===== config.mk =====
export PLATFORM = sky130hd
export DESIGN_NAME = hazard_ctrl_unit
export DESIGN_NICKNAME = d
export VERILOG_FILES = /design/src/rtl/hazard_ctrl_unit.sv
export SDC_FILE = /design/constraint.sdc
export NUM_CORES = 1
export LEC_CHECK = 0
export ABC_AREA = 1
export CORE_UTILIZATION = 38
export DETAILED_ROUTE_END_ITERATION = 10
export GPL_ROUTABILITY_DRIVEN = 0
export GPL_TIMING_DRIVEN = 0
export PLACE_DENSITY = 0.64
export RECOVER_POWER = 50
export SYNTH_ARGS = -nofsm -noshare
export SYNTH_HDL_FRONTEND = slang
export SYNTH_SLANG_ARGS = --single-unit

===== constraint.sdc =====
create_clock -name clk -period 3.75 [get_ports clk]
set_clock_uncertainty 0.05 [all_clocks]
set_input_delay 1.125 -clock clk [delete_from_list [all_inputs] [get_ports clk]]
set_output_delay 1.125 -clock clk [all_outputs]
set_load 0.01 [all_outputs]

===== src/rtl/hazard_ctrl_unit.sv =====
// Hazard/stall/forward controller for the 5-stage RV32I pipeline (branches resolve in ID).
// Optional feature macro: STORE_FWD_EN enables the load-to-store WB->MEM data forward.
module hazard_ctrl_unit #(
    parameter int REG_AW = 5,
    parameter int MD_LAT = 4,
    parameter int CNT_W  = 3
) (
    input  logic              clk,
    input  logic              rst,
    input  logic              id_valid,
    input  logic [1:0]        id_optype,
    input  logic              id_rs1use,
    input  logic              id_rs2use,
    input  logic [REG_AW-1:0] id_rs1,
    input  logic [REG_AW-1:0] id_rs2,
    input  logic [REG_AW-1:0] id_rd,
    input  logic              id_muldiv,
    input  logic              id_branch,
    input  logic              mem_ready,
    output logic              stall_pc,
    output logic              stall_ifid,
    output logic              flush_ifid,
    output logic              stall_idex,
    output logic              flush_idex,
    output logic              stall_exmem,
    output logic              flush_exmem,
    output logic              flush_memwb,
    output logic [1:0]        fwd_rs1_sel,
    output logic [1:0]        fwd_rs2_sel,
    output logic              fwd_store_wb
);

    localparam logic [1:0] OP_ALU   = 2'b01;
    localparam logic [1:0] OP_LOAD  = 2'b10;
    localparam logic [1:0] OP_STORE = 2'b11;
    localparam logic [CNT_W-1:0] MD_LOAD_VAL = CNT_W'(MD_LAT - 1);

    typedef struct packed {
        logic              valid;
        logic [1:0]        optype;
        logic [REG_AW-1:0] rd;
    } stage_t;

    stage_t           ex_q;
    stage_t           mem_q;
    logic [CNT_W-1:0] md_cnt;

    logic ex_m1, ex_m2, mem_m1, mem_m2;
    logic mem_wait, md_hold, load_use, store_exempt, ex_load_en;

    function automatic logic stage_match(stage_t s, logic [REG_AW-1:0] rs, logic use_b);
        return s.valid && (s.optype == OP_ALU || s.optype == OP_LOAD) &&
               (s.rd == rs) && (rs != '0) && use_b;
    endfunction

    // Nearest stage wins; an EX hit that cannot forward yields the regfile path while ID is held.
    function automatic logic [1:0] fwd_sel(logic ex_hit, logic mem_hit, logic ex_ok, logic mem_alu);
        if (ex_hit)
            return ex_ok ? 2'd1 : 2'd0;
        else if (mem_hit)
            return mem_alu ? 2'd2 : 2'd3;
        else
            return 2'd0;
    endfunction

    assign ex_m1  = stage_match(ex_q,  id_rs1, id_valid && id_rs1use);
    assign ex_m2  = stage_match(ex_q,  id_rs2, id_valid && id_rs2use);
    assign mem_m1 = stage_match(mem_q, id_rs1, id_valid && id_rs1use);
    assign mem_m2 = stage_match(mem_q, id_rs2, id_valid && id_rs2use);

    assign mem_wait = mem_q.valid && mem_q.optype[1] && !mem_ready;
    assign md_hold  = (md_cnt != '0);
    assign load_use = (ex_q.optype == OP_LOAD) && (ex_m1 || ex_m2) && !store_exempt;

    assign fwd_rs1_sel = fwd_sel(ex_m1, mem_m1, (ex_q.optype == OP_ALU) && !md_hold,
                                 mem_q.optype == OP_ALU);
    assign fwd_rs2_sel = fwd_sel(ex_m2, mem_m2, (ex_q.optype == OP_ALU) && !md_hold,
                                 mem_q.optype == OP_ALU);

    always_comb begin
        stall_pc    = 1'b0;
        stall_ifid  = 1'b0;
        flush_ifid  = 1'b0;
        stall_idex  = 1'b0;
        flush_idex  = 1'b0;
        stall_exmem = 1'b0;
        flush_exmem = 1'b0;
        flush_memwb = 1'b0;
        if (mem_wait) begin
            stall_pc    = 1'b1;
            stall_ifid  = 1'b1;
            stall_idex  = 1'b1;
            stall_exmem = 1'b1;
            flush_memwb = 1'b1;
        end else if (md_hold) begin
            stall_pc    = 1'b1;
            stall_ifid  = 1'b1;
            stall_idex  = 1'b1;
            flush_exmem = 1'b1;
        end else if (load_use) begin
            stall_pc    = 1'b1;
            stall_ifid  = 1'b1;
            flush_idex  = 1'b1;
        end else if (id_branch && id_valid) begin
            flush_ifid  = 1'b1;
        end
    end

    assign ex_load_en = !stall_idex && !flush_idex;

    always_ff @(posedge clk) begin
        if (rst) begin
            ex_q   <= '0;
            mem_q  <= '0;
            md_cnt <= '0;
        end else begin
            if (ex_load_en)
                ex_q <= '{valid: id_valid, optype: id_optype, rd: id_rd};
            else if (flush_idex)
                ex_q <= '0;

            if (flush_exmem)
                mem_q <= '0;
            else if (!stall_exmem)
                mem_q <= ex_q;

            // Counter frozen while memory waits; it can only reload once it has drained.
            if (!mem_wait) begin
                if (md_hold)
                    md_cnt <= md_cnt - CNT_W'(1);
                else if (ex_load_en && id_valid && id_muldiv)
                    md_cnt <= MD_LOAD_VAL;
            end
        end
    end

`ifdef STORE_FWD_EN
    stage_t            wb_q;
    logic [REG_AW-1:0] ex_rs2;
    logic [REG_AW-1:0] mem_rs2;

    assign store_exempt = (id_optype == OP_STORE) && ex_m2 && !ex_m1;
    assign fwd_store_wb = mem_q.valid && (mem_q.optype == OP_STORE) && wb_q.valid &&
                          (wb_q.optype == OP_LOAD) && (wb_q.rd == mem_rs2) && (mem_rs2 != '0);

    always_ff @(posedge clk) begin
        if (rst) begin
            wb_q    <= '0;
            ex_rs2  <= '0;
            mem_rs2 <= '0;
        end else begin
            if (ex_load_en)
                ex_rs2 <= id_rs2;
            if (!stall_exmem)
                mem_rs2 <= ex_rs2;
            wb_q <= flush_memwb ? '0 : mem_q;
        end
    end
`else
    assign store_exempt = 1'b0;
    assign fwd_store_wb = 1'b0;
`endif

    always @(posedge clk) begin
        if (!rst) begin
            assert (MD_LAT >= 1 && MD_LAT < (1 << CNT_W));
            assert (md_cnt <= MD_LOAD_VAL);
        end
    end

endmodule


==> flow_summary_export.csv, run 1 <==
group,metric,value,unit
yosys,synth.area.mux_share,0,%
yosys,synth_compound_area_share,12.3,%
pwr,ir_worst_vdd,0.303,mV
pwr,p_leak,0.806,nW
drt,wirelength_met1,1.52,mm
global_route,grt_max_degree,12,
floorplanning,num_rows,20,
cts,clock-sinks,19,
drt,wl,3.18,mm
finish,areaGrowthSynthToFinish,41.2,%
cts,cts_made_buffers,3,
critical_path,slowest_stage,"clkdlybuf4s50_1",
yosys,syn_area_per_cell,6.47,sq um
finish,antennaDiodeCount,0,
cts,cts_buffer_depth,2,
critical_path,crit_path_max_incr_delay,560,ps
yosys,synth_top_family_by_area,"simple AND/OR/NAND/NOR gates",
hold_path,hold_class,"register to register",
finish,fin_nets,272,
finish,regArea,380,sq um
yosys,synth_area_leaders,"dfxtp_1 (31%), nand2_1 (15%), inv_1 (9.4%)",
yosys,yosys.cell_types.count,27,
yosys,syn_area,1240,sq um
critical_path,crit_path_max_fanout,9,
global_route,grt-ovfl-total,0,
floorplanning,die-area,3500,sq um
floorplanning,core,3080,sq um
yosys,yosys.area.top_type_share,30.6,%
critical_path,critical_path_class,"input pin to output port",
global_route,grt_pass1_wl,5.26,mm
drt,wire_per_inst,11.1,um
drt,dr_wl_met2,1.48,mm
finish,fillers,326,
timing,post-route-period-util,98.3,%
timing,fmax,0.271,GHz
drt,vias,1338,
status,outcome,"complete, no violations",
drt,drt_first_pass_iters,4,
drt,drc,0,
finish,mostFrequentLayoutCells,"nand2_1 (47), inv_1 (28), dfxtp_1 (19), nor2_1 (16), clkdlybuf4s50_1 (13)",
cts,clk_pin_slew_worst_paths,110,ps
critical_path,crit_chain,"clkdlybuf4s50_1 -> nor3_4 -> buf_6 -> nor2_1 -> clkdlybuf4s50_1",
drt,top_layer_used,"met4",
critical_path,startpoint_type,"input pin",
finish,multi_input_area,761,sq um
critical_path,cpMostUsedCell,"clkdlybuf4s50_1",
timing,hold_viol,0,
critical_path,worstPathArrival,2510,ps
yosys,syn_inst,192,
global_route,grt_pass1_vias,1229,
floorplanning,die_h,59.2,um
drt,viasPerCell,4.69,
finish,finalNonFillerCells,285,
yosys,yosys_warnings,0,
finish,final_common_cell,"nand2_1",
global_route,grt.total_usage,19.9,%
finish,drive_above_1_share,19.5,%
placed_design,placed_cells,272,
critical_path,end_kind,"output port",
finish,final_util,57.0,%
cts,htreeDepth,1,
floorplanning,start_util,40.4,%
cts,cts_tree,"done",
floorplanning,dieWidth,59.2,um
timing,setup_violations,0,
yosys,yosys.area_share.simple,31.1,%
yosys,synthXorXnorAreaFrac,8.46,%
critical_path,crit_required,2570,ps
drt,drtIter0Drc,33,
timing,finalMaxSlewViolations,0,
yosys,syn_nets,222,
yosys,seq_area_frac_synth,30.6,%
yosys,synth_top_area_cell,"dfxtp_1",
drt,drtAntennaViolNets,0,
timing,period_minus_slack,3690,ps
pwr,power.density,510,nW/um^2
cts,clkLatencyLatePin,290,ps
cts,clockRootBuffer,"clkbuf_4",
run,cap_violations,0,
yosys,synth_adder_area_share,5.04,%
floorplanning,ioPinCount,38,
yosys,ys_seq_elements,19,
global_route,antenna_found_initial,0,
placed_design,dp_hpwl,2.45,mm
drt,wl_met3,124,um
placed_design,io_buffers,36,
pwr,p_total,895,uW
layer usage:
layer	GRT usage (%)	up-vias
met5	0	-
met4	7.14	0
met3	2.18	6
met2	34.2	36
met1	25.5	600
li1	-	696
cell usage after synthesis, drive strengths merged:
master / number
conb: 1
nand4: 4
nand2: 53
and2: 1
inv: 31
o21a: 1
xnor2: 8
or2: 2
dfxtp: 19
o22ai: 1
o31ai: 1
nor3: 2
xor2: 4
nor2: 19
ha: 5
nand3: 8
a21oi: 16
o21ai: 8
buf: 4
clkinv: 2
nor3b: 1
nor4: 1
sequential cells by signal, indices dropped and copies added (netlist names):
signal	flops
md_cnt	3
ex_q	8
mem_q	8
cells by family after synthesis:
logic type / Yosys count
xor gates and xnor gates: 12
adders and majority gates: 5
AOI/OAI and AO/OA: 27
DFF: 19
buffers and inverters: 37
and+or+nand+nor: 91
other: 1
cell type report:
cell class / count / area share (%)
inverters: 33 / 7.06
plain buffers: 4 / 1.93
well taps: 44 / 3.14
clock inverters: 1 / 0.285
repair buffers: 45 / 21.3
flip-flops and latches: 19 / 21.7
clock buffers: 3 / 1.28
multi-input cells: 136 / 43.4
where the power goes:
group | switching, mW | leakage, nW | internal, mW
registers | 0.0480 | 0.156 | 0.260
logic | 0.274 | 0.632 | 0.210
clock network | 0.0631 | 0.0177 | 0.0397
worst max-delay path, delay by kind of cell:
| family | cells | cell delay [ps] |
|---|---|---|
| AND/OR/NAND/NOR | 2 | 180 |
| buffers and inverters | 3 | 1200 |
metrics by stage:
| step | hold slack [ps] | setup WS (ps) | setup TNS, ps | instance area, sq um |
|---|---|---|---|---|
| 4_1_cts | 448 | -10.7 | -10.7 | 1740 |
| 6_report | 448 | 64.1 | 0 | 1750 |
| 3_3_place_gp | 414 | -620 | -4240 | 1660 |
| 3_5_place_dp | 431 | -639 | -4480 | 1660 |
| 5_1_grt | 465 | -3.73 | -3.73 | 1750 |
| 2_1_floorplan | 396 | 460 | 0 | 1240 |
repair_timing:
action / in CTS / in global routing
gates resized for setup: 53 / 13
hold buffers: 0 / 0
setup endpoints to repair: 12 / 10
endpoints found under the hold margin: 0 / 0
setup buffers: 5 / 4
pin swaps: 12 / 7
final timing paths:
path         slack (ps)  cells after the start                    end             startpoint
max                  60                      5            flush_exmem              mem_ready
min                 450                      2  mem_q[5]$_SDFFE_PP0N_  mem_q[5]$_SDFFE_PP0N_
max reg2reg        1860                     13   ex_q[3]$_SDFFE_PP0P_   ex_q[5]$_SDFFE_PP0P_
min reg2reg         450                      2  mem_q[5]$_SDFFE_PP0N_  mem_q[5]$_SDFFE_PP0N_
No activity file was read; power rests on OpenSTA's default activity.
==> inputs of run 2 (changes only) <==
Settings changed: CTS_CLUSTER_DIAMETER set to 80.
==> results of run 2 <==
Final layout, timing and power as in run 1 (identical DEF).
